## src/rtl/video_stream_src_pkg.sv

```systemverilog
// Shared types and constants for the video stream source: pattern modes, raster defaults
// and the full-scale colour bar table.
package video_stream_src_pkg;

    typedef enum logic [1:0] {
        MODE_EXT   = 2'd0,
        MODE_BARS  = 2'd1,
        MODE_CHECK = 2'd2,
        MODE_SOLID = 2'd3
    } pattern_mode_e;

    localparam int DEF_H_ACTIVE = 640;
    localparam int DEF_V_ACTIVE = 480;

    localparam logic [23:0] BAR_WHITE   = 24'hFFFFFF;
    localparam logic [23:0] BAR_YELLOW  = 24'hFFFF00;
    localparam logic [23:0] BAR_CYAN    = 24'h00FFFF;
    localparam logic [23:0] BAR_GREEN   = 24'h00FF00;
    localparam logic [23:0] BAR_MAGENTA = 24'hFF00FF;
    localparam logic [23:0] BAR_RED     = 24'hFF0000;
    localparam logic [23:0] BAR_BLUE    = 24'h0000FF;
    localparam logic [23:0] BAR_BLACK   = 24'h000000;

    // Index 0 is the leftmost bar.
    localparam logic [7:0][23:0] BAR_TABLE = {BAR_BLACK, BAR_BLUE, BAR_RED, BAR_MAGENTA,
                                              BAR_GREEN, BAR_CYAN, BAR_YELLOW, BAR_WHITE};

endpackage

```

## src/rtl/video_stream_src_axis_skid_buf.sv

```systemverilog
// Two-entry AXI-Stream buffer; the output word is a register and stays put until popped.
module axis_skid_buf #(
    parameter int WIDTH = 26
) (
    input  logic             clk_i,
    input  logic             rst_i,
    input  logic             s_valid_i,
    input  logic [WIDTH-1:0] s_data_i,
    output logic             s_ready_o,
    output logic             m_valid_o,
    output logic [WIDTH-1:0] m_data_o,
    input  logic             m_ready_i,
    output logic [1:0]       count_o
);

    logic [WIDTH-1:0] mem_q [2];
    logic             wr_ptr_q, wr_ptr_d;
    logic             rd_ptr_q, rd_ptr_d;
    logic [1:0]       cnt_q, cnt_d;
    logic             push, pop;

    assign s_ready_o = (cnt_q != 2'd2);
    assign m_valid_o = (cnt_q != 2'd0);
    assign m_data_o  = mem_q[rd_ptr_q];
    assign count_o   = cnt_q;
    assign push      = s_valid_i & s_ready_o;
    assign pop       = m_valid_o & m_ready_i;

    always_comb begin
        wr_ptr_d = push ? ~wr_ptr_q : wr_ptr_q;
        rd_ptr_d = pop ? ~rd_ptr_q : rd_ptr_q;
        cnt_d    = cnt_q;
        case ({push, pop})
            2'b10:   cnt_d = cnt_q + 2'd1;
            2'b01:   cnt_d = cnt_q - 2'd1;
            default: cnt_d = cnt_q;
        endcase
    end

    always_ff @(posedge clk_i or posedge rst_i) begin
        if (rst_i) begin
            mem_q[0] <= '0;
            mem_q[1] <= '0;
            wr_ptr_q <= 1'b0;
            rd_ptr_q <= 1'b0;
            cnt_q    <= 2'd0;
        end else begin
            if (push) mem_q[wr_ptr_q] <= s_data_i;
            wr_ptr_q <= wr_ptr_d;
            rd_ptr_q <= rd_ptr_d;
            cnt_q    <= cnt_d;
        end
    end

endmodule

```

## src/rtl/video_stream_src.sv

```systemverilog
// AXI-Stream video source: raster walk, pattern/external pixel fetch, depth expansion, skid output.
// Optional VSS_FRAME_SCROLL_EN adds frame_cnt and scrolls the colour bars by frame_cnt[7:0].
module video_stream_src
    import video_stream_src_pkg::*;
#(
    parameter int H_ACTIVE   = DEF_H_ACTIVE,
    parameter int V_ACTIVE   = DEF_V_ACTIVE,
    parameter int IN_BPC     = 4,
    parameter int OUT_BPC    = 8,
    parameter int CHECK_LOG2 = 5
) (
    input  logic                          pixel_clk,
    input  logic                          reset,
    input  logic                          en,
    input  logic [1:0]                    mode,
    input  logic [3*IN_BPC-1:0]           solid_rgb,
    output logic                          req_valid,
    output logic [$clog2(H_ACTIVE)-1:0]   req_x,
    output logic [$clog2(V_ACTIVE)-1:0]   req_y,
    input  logic [3*IN_BPC-1:0]           rgb_in,
    output logic [3*OUT_BPC-1:0]          tdata,
    output logic                          tvalid,
    output logic                          tuser,
    output logic                          tlast,
    input  logic                          tready,
    output logic                          busy
`ifdef VSS_FRAME_SCROLL_EN
    ,output logic [15:0]                  frame_cnt
`endif
);

    localparam int XW = $clog2(H_ACTIVE);
    localparam int YW = $clog2(V_ACTIVE);
    localparam int TW = 3 * OUT_BPC;

    localparam logic [0:0] ST_IDLE = 1'b0;
    localparam logic [0:0] ST_RUN  = 1'b1;

    function automatic logic [TW-1:0] expand_rgb(input logic [3*IN_BPC-1:0] c);
        logic [TW-1:0] r;
        for (int k = 0; k < 3; k++)
            for (int i = 0; i < OUT_BPC; i++)
                r[k*OUT_BPC + i] = c[k*IN_BPC + (IN_BPC - 1 - ((OUT_BPC - 1 - i) % IN_BPC))];
        return r;
    endfunction

    function automatic logic [TW-1:0] full_scale(input logic [23:0] c);
        return {{OUT_BPC{c[23]}}, {OUT_BPC{c[15]}}, {OUT_BPC{c[7]}}};
    endfunction

    // Reset asserts asynchronously and releases on a clock edge.
    logic [1:0] rst_sync_q;
    logic       rst_int;
    always_ff @(posedge pixel_clk or posedge reset) begin
        if (reset) rst_sync_q <= 2'b11;
        else       rst_sync_q <= {rst_sync_q[0], 1'b0};
    end
    assign rst_int = rst_sync_q[1];

    logic [0:0]    state_q, state_d;
    pattern_mode_e mode_q, mode_d;
    logic [XW-1:0] x_q, x_d, s1_x_q;
    logic [YW-1:0] y_q, y_d, s1_y_q;
    logic          done_q, done_d;
    logic          s1_vld_q, s1_vld_d;
    logic [1:0]    skid_cnt;
    logic          skid_rdy;
    logic [2:0]    occ;
    logic          pop, issue, final_acc;
    logic [TW+1:0] skid_out;
    logic [TW-1:0] s1_pix;
    logic          s1_user, s1_last;
    logic [7:0]    scroll;
    logic [31:0]   bar_x;
    logic [2:0]    bar_idx;
    logic          chk;

    // Credit: skid entries plus the S1 beat in flight, minus a beat leaving this cycle.
    assign pop       = tvalid & tready;
    assign occ       = {1'b0, skid_cnt} + {2'b00, s1_vld_q};
    assign issue     = (state_q == ST_RUN) && !done_q && (occ <= 3'd1 + {2'b00, pop});
    assign final_acc = pop & tlast & done_q;

    always_comb begin
        state_d = state_q;
        mode_d  = mode_q;
        x_d     = x_q;
        y_d     = y_q;
        done_d  = done_q;
        case (state_q)
            ST_IDLE: begin
                if (en) begin
                    state_d = ST_RUN;
                    mode_d  = pattern_mode_e'(mode);
                    x_d     = '0;
                    y_d     = '0;
                    done_d  = 1'b0;
                end
            end
            default: begin
                if (issue) begin
                    if (x_q == XW'(H_ACTIVE - 1)) begin
                        x_d = '0;
                        if (y_q == YW'(V_ACTIVE - 1)) begin
                            y_d    = '0;
                            done_d = 1'b1;
                        end else begin
                            y_d = y_q + 1'b1;
                        end
                    end else begin
                        x_d = x_q + 1'b1;
                    end
                end
                if (final_acc) begin
                    if (en) begin
                        mode_d = pattern_mode_e'(mode);
                        done_d = 1'b0;
                    end else begin
                        state_d = ST_IDLE;
                    end
                end
            end
        endcase
    end

    assign s1_vld_d = issue | (s1_vld_q & ~skid_rdy);

    always_ff @(posedge pixel_clk or posedge rst_int) begin
        if (rst_int) begin
            state_q  <= ST_IDLE;
            mode_q   <= MODE_EXT;
            x_q      <= '0;
            y_q      <= '0;
            done_q   <= 1'b0;
            s1_vld_q <= 1'b0;
            s1_x_q   <= '0;
            s1_y_q   <= '0;
        end else begin
            state_q  <= state_d;
            mode_q   <= mode_d;
            x_q      <= x_d;
            y_q      <= y_d;
            done_q   <= done_d;
            s1_vld_q <= s1_vld_d;
            if (issue) begin
                s1_x_q <= x_q;
                s1_y_q <= y_q;
            end
        end
    end

`ifdef VSS_FRAME_SCROLL_EN
    logic [15:0] frame_cnt_q;
    always_ff @(posedge pixel_clk or posedge rst_int) begin
        if (rst_int)        frame_cnt_q <= '0;
        else if (final_acc) frame_cnt_q <= frame_cnt_q + 16'd1;
    end
    assign frame_cnt = frame_cnt_q;
    assign scroll    = frame_cnt_q[7:0];
`else
    assign scroll = '0;
`endif

    // S1: pixel for the coordinate issued last cycle; rgb_in belongs to it in EXT mode.
    always_comb begin
        bar_x   = (32'(s1_x_q) + 32'(scroll)) % 32'(H_ACTIVE);
        bar_idx = 3'(bar_x / 32'(H_ACTIVE / 8));
        chk     = 1'((32'(s1_x_q) >> CHECK_LOG2) ^ (32'(s1_y_q) >> CHECK_LOG2));
        s1_pix  = '0;
        case (mode_q)
            MODE_EXT:   s1_pix = expand_rgb(rgb_in);
            MODE_BARS:  s1_pix = full_scale(BAR_TABLE[bar_idx]);
            MODE_CHECK: s1_pix = chk ? '0 : '1;
            MODE_SOLID: s1_pix = expand_rgb(solid_rgb);
            default:    s1_pix = '0;
        endcase
    end

    assign s1_user = (s1_x_q == '0) && (s1_y_q == '0);
    assign s1_last = (s1_x_q == XW'(H_ACTIVE - 1));

    axis_skid_buf #(.WIDTH(TW + 2)) u_skid (
        .clk_i     (pixel_clk),
        .rst_i     (rst_int),
        .s_valid_i (s1_vld_q),
        .s_data_i  ({s1_user, s1_last, s1_pix}),
        .s_ready_o (skid_rdy),
        .m_valid_o (tvalid),
        .m_data_o  (skid_out),
        .m_ready_i (tready),
        .count_o   (skid_cnt)
    );

    assign tuser     = skid_out[TW+1];
    assign tlast     = skid_out[TW];
    assign tdata     = skid_out[TW-1:0];
    assign req_valid = issue && (mode_q == MODE_EXT);
    assign req_x     = x_q;
    assign req_y     = y_q;
    assign busy      = (state_q == ST_RUN);

endmodule
```

## config.mk

```make
export PLATFORM = sky130hd
export DESIGN_NAME = video_stream_src
export DESIGN_NICKNAME = d
export VERILOG_FILES = /design/src/rtl/video_stream_src_pkg.sv /design/src/rtl/video_stream_src_axis_skid_buf.sv /design/src/rtl/video_stream_src.sv
export SDC_FILE = /design/constraint.sdc
export NUM_CORES = 1
export LEC_CHECK = 0
export ABC_AREA = 1
export BUFFER_PORTS_ARGS = -buffer_cell sky130_fd_sc_hd__buf_2
export CORE_MARGIN = 4
export CORE_UTILIZATION = 39
export CTS_CLUSTER_SIZE = 20
export DETAILED_ROUTE_END_ITERATION = 16
export PLACE_DENSITY_LB_ADDON = 0.3
export SYNTH_ARGS = -nofsm -noshare
export SYNTH_HDL_FRONTEND = slang
export SYNTH_SLANG_ARGS = --single-unit
export TNS_END_PERCENT = 30
```

## constraint.sdc

```tcl
create_clock -name pixel_clk -period 2.6 [get_ports pixel_clk]
set_clock_uncertainty 0.15 [all_clocks]
set_input_delay 0.26 -clock pixel_clk [delete_from_list [all_inputs] [get_ports pixel_clk]]
set_output_delay 0.26 -clock pixel_clk [all_outputs]
set_load 0.03 [all_outputs]
```

## Word-level counts from Yosys, hierarchy flattened

Memories as Yosys holds them, arrays and structs flattened.
Index checks and enable logic that the tools add are counted.

| word-level totals | value |
|---|---|
| bits in registers | 101 |
| bits in latches | 0 |
| bits in writable memories | 0 |
| ROM bits | 192 |
| memories kept | 1 |

Memory list:

| name | words | bits a word | rd ports | clocked after Yosys merged registers in | wr ports | RTL line | source |
|---|---|---|---|---|---|---|---|
| (name not given) | 8 | 24 | 1 | 0 | 0 | video_stream_src.sv:172 | `MODE_BARS: s1_pix = full_scale(BAR_TABLE[bar_idx]);` |

| operators by class | value |
|---|---|
| add/sub/neg operators | 6 |
| $mul | 0 |
| divide/modulo/power cells | 2 |
| order comparisons | 5 |
| equal/unequal tests | 12 |
| shifts and indexed selects | 0 |
| muxes and demuxes | 32 |
| bitwise operators | 12 |
| reductions and logical operators | 14 |

Operator list:

| operator | number |
|---|---|
| 2-to-1 mux 26 bit | 4 |
| one-hot mux 24 bit (4 select lines) | 1 |
| bitwise mux 52 bit | 1 |
| 2-to-1 mux 24 bit | 2 |
| 2-to-1 mux 9 bit | 5 |
| 2-to-1 mux 10 bit | 4 |
| divider 32 x 7 -> 32 bit (second input constant) | 1 |
| remainder unit 10 x 10 -> 32 bit (second input constant) | 1 |
| demux 26 bit (select 1 bit) | 1 |
| equality test 10 bit (second input constant) | 2 |
| adder 10 x 1 -> 10 bit (second input constant) | 1 |
| zero test 10 bit | 1 |
| 2-to-1 mux 1 bit | 10 |
| adder 9 x 1 -> 9 bit (second input constant) | 1 |
| equality test 9 bit (second input constant) | 1 |
| zero test 9 bit | 1 |
| equality test 2 bit (second input constant) | 3 |
| 2-to-1 mux 2 bit | 3 |
| inequality test 2 x 1 -> 1 bit (second input constant) | 3 |
| nonzero test 2 bit | 3 |
| AND 1 bit | 5 |
| logical AND 1 bit | 5 |
| equality test 2 x 1 -> 1 bit (second input constant) | 2 |
| greater-or-equal comparator 2 bit (second input constant) | 2 |
| 17 further kinds | 20 |

## Logic depth before layout (Yosys ltp)

| logic depth | value |
|---|---|
| depth in word-level cells | 9 |
| gate-level depth with buffers | 23 |
| gate-level depth less buffers | 23 |

## Cells and area by module

Synthesis repeated with hierarchy kept, for this count alone.

| unflattened totals | value |
|---|---|
| cell total of the unflattened synthesis | 706 |
| area, all modules | 5416.4 um^2 |

Modules (own cells, without submodules):

| module | instances | cells an instance | area each (um^2) |
|---|---|---|---|
| axis_skid_buf | 1 | 343 | 2708.8 |
| video_stream_src | 1 | 363 | 2707.6 |

## Least setup slack after synthesis

Ideal clock, no wire load.

| timing | value |
|---|---|
| path kind | register to output |
| start | reg u_skid.cnt_q[1], in the netlist u_skid.count_o[1] |
| end | out req_valid |
| arrival time | 2.675 ns |
| required time | 2.190 ns |
| setup slack | -0.485 ns |
| cell stages (with the launch flop) | 12 |
| buffers on the path | 1 |
| path through | dfrtp_1 -> inv_1 -> nand2_1 -> nand2_1 -> inv_1 -> fa_1 -> nor2_1 -> nand2_1 -> nand2_1 -> nand3_1 -> clkbuf_1 -> nor3_1 |

| between the ends | value |
|---|---|
| longest elaborated chain between the ends | 6 |

RTL lines:

| item | RTL line | source |
|---|---|---|
| start, declared | video_stream_src_axis_skid_buf.sv:19 | `logic [1:0] cnt_q, cnt_d;` |
| start signal, assigned | video_stream_src_axis_skid_buf.sv:51 | `cnt_q <= cnt_d;` |
| nonzero test 2 bit | video_stream_src_axis_skid_buf.sv:23 | `assign m_valid_o = (cnt_q != 2'd0);` |
| via tvalid | video_stream_src.sv:22 | `output logic tvalid,` |
| AND 1 bit | video_stream_src.sv:79 | `assign pop = tvalid & tready;` |
| via pop | video_stream_src.sv:69 | `logic pop, issue, final_acc;` |
| adder 1 x 1 -> 2 bit | video_stream_src.sv:81 | `assign issue = (state_q == ST_RUN) && !done_q && (occ <= 3'd1 + {2'b00, pop});` |
| <= comparator 3 x 2 -> 1 bit | video_stream_src.sv:81 |  |
| logical AND 1 bit | video_stream_src.sv:81 |  |
| logical AND 1 bit | video_stream_src.sv:197 | `assign req_valid = issue && (mode_q == MODE_EXT);` |
| end, declared | video_stream_src.sv:17 | `output logic req_valid,` |

The timed path passes the listed nets, and every way through them passes these cells.

## Final worst setup path

| timing | value |
|---|---|
| start | reg u_skid.cnt_q[0], in the netlist u_skid.count_o[0] |
| end | out req_valid |

| between the ends | value |
|---|---|
| longest elaborated chain between the ends | 6 |

RTL lines:

| item | RTL line |
|---|---|
| nonzero test 2 bit | video_stream_src_axis_skid_buf.sv:23 |
| AND 1 bit | video_stream_src.sv:79 |
| via pop | video_stream_src.sv:69 |
| adder 1 x 1 -> 2 bit | video_stream_src.sv:81 |
| <= comparator 3 x 2 -> 1 bit | video_stream_src.sv:81 |
| logical AND 1 bit | video_stream_src.sv:81 |
| logical AND 1 bit | video_stream_src.sv:197 |

The timed path passes the listed nets, and every way through them passes these cells.

==> impl_metrics.env <==
export IMPL_status="finished, violations left"
export IMPL_violations="negative setup slack"
export IMPL_gp_congestion=0.876
export IMPL_area_growth_syn_to_layout_pct=25.4
export IMPL_period_minus_slack_ps=2720
export IMPL_setup_ws_ps=-122
export IMPL_cts_clk_slew_worst_paths_ps=80
export IMPL_root_buffer="clkbuf_8"
export IMPL_hold_viol_final=0
export IMPL_wl_met2_microns=5270
export IMPL_fp_dieH_microns=113
export IMPL_clk_latency_ps=350
export IMPL_mappedNetlistNets=575
export IMPL_syn_inst=537
export IMPL_final_cell_mix="140 x nand2_1, 77 x buf_2, 75 x dfrtp_1, 50 x inv_1, 42 x o21ai_0"
export IMPL_drt_iter0_markers=254
export IMPL_crit_arrival_ps=2310
export IMPL_setup_tns_ps=-226
export IMPL_drv_slew=0
export IMPL_nets=672
export IMPL_cts_tree="built"
export IMPL_crit_cells=12
export IMPL_rsz0062_at_grt="yes"
export IMPL_start_util=0.406
export IMPL_drc=0
export IMPL_num_rows=37
export IMPL_reg2reg_from="u_skid.count_o[0]$_DFFE_PP0P_"
export IMPL_period_share=1.05
export IMPL_postRouteAntennaNets=0
export IMPL_timing_critical_path_from="u_skid.count_o[0]$_DFFE_PP0P_"
export IMPL_synth_distinct_cells=44
export IMPL_wirelength_microns=10600
export IMPL_dp_hpwl_microns=7630
export IMPL_worst_path_buf_inv=4
export IMPL_finalSetupViolCount=5
export IMPL_grt_max_degree=38
export IMPL_die_area_sq_um=12700
export IMPL_m1WireLength_microns=4610
export IMPL_p_leak_nw=2.74
export IMPL_drive_gt1_frac=0.335
export IMPL_crit_chain="inv_2, nand2_4, nand2_4, inv_4, fa_1, nor2_1, nand2_1, nand2_2, nand3_2, buf_6, nor3_4, buf_6"
export IMPL_cts_sinks=77
export IMPL_final_common_cell="nand2_1"
export IMPL_slowest_delay_ps=460
export IMPL_fin_cells=775
export IMPL_fmax_mhz=367
export IMPL_p_sw_frac=0.489
export IMPL_p_comb_frac=0.594
export IMPL_postSynthRegisterBits=77
export IMPL_h_tree_depth=3
export IMPL_grt_usage=0.165
export IMPL_vias=3843
export IMPL_grt_pass1_wl_microns=17300
export IMPL_wl_met3_microns=538
export IMPL_reg2regPathDepth=16
export IMPL_reg2reg_setup_slack_ps=-70
export IMPL_syn_cell_area_sq_um=4270
export IMPL_vdd_drop_max_v=0.000627
export IMPL_numPortBuffers=77
export IMPL_worstSetupEndpoint="req_valid"
export IMPL_fillerInstances=982
export IMPL_maxCapViolations=0
export IMPL_critical_path_required_ps=2190
export IMPL_cp_end_kind="output port"
export IMPL_yosysWarnings=0
export IMPL_vias_per_cell=4.96
export IMPL_intPower_mw=3.75
export IMPL_ys_seq_area_frac=0.452
export IMPL_dr_pass1_iters=4
export IMPL_die_w_microns=113
export IMPL_clkPwrFrac=0.132
export IMPL_pin_count=78
export IMPL_crit_family="simple AND/OR/NAND/NOR gates"
export IMPL_cts_made_buffers=9
export IMPL_cp_start_kind="register"
export IMPL_dp_cells=746
export IMPL_grt_ovfl_total=0
export IMPL_switchingPower_mw=3.59
export IMPL_seqPwrFrac=0.274
export IMPL_top_layer_used="met4"
export IMPL_avgSynthCellArea_sq_um=7.95
export IMPL_wire_per_inst_microns=13.6
export IMPL_p_per_area_nw_per_um2=1370
export IMPL_maxSlewHeadroom=0.576
export IMPL_antenna_found_initial=0
export IMPL_path_class="reg -> out"
export IMPL_dp_slack_ps=-23.5
export IMPL_hold_class="in -> reg"
export IMPL_first_global_vias=3762
export IMPL_fp_coreArea_sq_um=10500
export IMPL_tightest_slew_ps=636
export IMPL_antennaDiodeCount=0
export IMPL_cp_max_fo=3
export IMPL_cts_buffer_depth=2
export IMPL_crit_path_top_delay_cell="fa_1"
export IMPL_r2r_end="req_y[8]$_DFFE_PP0P_"
==> layer usage <==
metal / track usage / vias to the layer above
met4: 0.0545 / 0
met5: 0 / -
met1: 0.215 / 1803
met2: 0.271 / 101
met3: 0.0383 / 17
li1: - / 1922
==> power by group through the flow <==
stage	Clock [mW]	Combinational [mW]	Sequential, mW
finish	0.969	4.36	2.01
CTS	0.995	4.03	2.01
global route	1.05	4.81	2.08
detailed placement	0	3.94	2.02
floorplan	0	2.99	2.13
global placement	0	3.88	2.00
==> cell usage after synthesis (all sizes together) <==
| master | count | area (sq um) |
|---|---|---|
| nand2 | 162 | 651 |
| dfrtp | 75 | 1880 |
| inv | 68 | 258 |
| o21ai | 50 | 250 |
| nand3 | 37 | 228 |
| nor2 | 28 | 120 |
| a21oi | 19 | 95.1 |
| nand4 | 17 | 121 |
| buf | 16 | 125 |
| clkbuf | 13 | 68.8 |
| nor3 | 12 | 65.1 |
| ha | 7 | 87.6 |
| mux2 | 7 | 78.8 |
| nor4 | 5 | 31.3 |
| xnor2 | 3 | 26.3 |
| dfstp | 2 | 52.6 |
| o32ai | 2 | 17.5 |
| xor2 | 2 | 17.5 |
| a21boi | 1 | 7.51 |
| a22oi | 1 | 7.51 |
| a31oi | 1 | 6.26 |
| and2 | 1 | 8.76 |
| clkinv | 1 | 3.75 |
| conb | 1 | 3.75 |
| dlygate4sd1 | 1 | 8.76 |
| fa | 1 | 20.0 |
| o2111ai | 1 | 8.76 |
| o211ai | 1 | 7.51 |
| o221ai | 1 | 8.76 |
| o31ai | 1 | 7.51 |
==> flip-flops by register name, summed over array words and instances, names as in the netlist <==
name / flops
s1_y_q: 9
u_skid.rd_ptr_q: 1
s1_vld_q: 1
u_skid.wr_ptr_q: 1
req_y: 9
u_skid.count_o: 2
rst_sync_q: 2
done_q: 1
busy: 1
u_skid.mem_q: 28
mode_q: 2
s1_x_q: 10
req_x: 10
==> repair_timing <==
action | 4_1_cts | 5_1_grt
buffers inserted | 2 | 9
pin swaps | 4 | 22
hold buffers | 1 | 0
resized for setup | 7 | 47
gates cloned | 0 | 1
endpoints found under the setup margin | 16 | 48
endpoints found under the hold margin | 2 | 0
==> worst reg2reg max path, stage by stage, from the launching register on <==
cell and delay, ps:
dfrtp_1 420, inv_2 100, nand2_4 60, nand2_4 80, inv_4 40, fa_1 460
nor2_1 110, nand2_1 70, nand2_2 70, nand3_2 90, inv_2 100, a21oi_4 40
buf_6 120, nor2_4 180, nand4_1 170, o21ai_1 170, a21boi_2 170
==> final cells by class <==
class | instances | area [sq um] | area share
multi-input cells | 361 | 2070 | 0.386
inverters | 69 | 267 | 0.0498
clock buffers | 11 | 131 | 0.0245
clock inverters | 5 | 75.1 | 0.0140
repair buffers | 116 | 716 | 0.134
well taps | 136 | 170 | 0.0318
flip-flops and latches | 77 | 1930 | 0.360
==> worst min-delay path by stage <==
stage,start,to,slack [ps],depth (start not counted)
after floorplan,reset,rst_sync_q[0]$_DFF_PP1_,20,1
after global placement,reset,rst_sync_q[0]$_DFF_PP1_,130,2
after detailed placement,reset,rst_sync_q[0]$_DFF_PP1_,140,2
after CTS,mode[1],mode_q[1]$_DFFE_PP0P_,10,2
after global routing,mode[1],mode_q[1]$_DFFE_PP0P_,20,2
final,mode[1],mode_q[1]$_DFFE_PP0P_,30,2
==> logic make-up (layout without fill, tap and decap cells) <==
logic type | count (synthesis) | after routing | synth area share
other | 1 | 1 | 0.000878
adder cells (fa/ha/maj) | 8 | 8 | 0.0252
flip-flops | 77 | 77 | 0.452
buffers and inverters | 99 | 201 | 0.109
XOR/XNOR | 5 | 5 | 0.0103
AND/OR/NAND/NOR | 262 | 262 | 0.287
multiplexers | 7 | 7 | 0.0185
AO/OA/AOI/OAI | 78 | 78 | 0.0976
==> stage by stage <==
step                      utilization  power, mW  instance area (sq um)  hold WS (ps)
final                           0.509       7.34                   5350          31.9
after detailed placement        0.464       5.96                   4870           137
after floorplan                     -       5.12                   4310          21.5
after global routing            0.509       7.94                   5350          20.1
after global placement          0.464       5.88                   4870           130
after CTS                       0.489       7.03                   5140          10.1
Note: power is estimated with default switching activity, not from simulation.
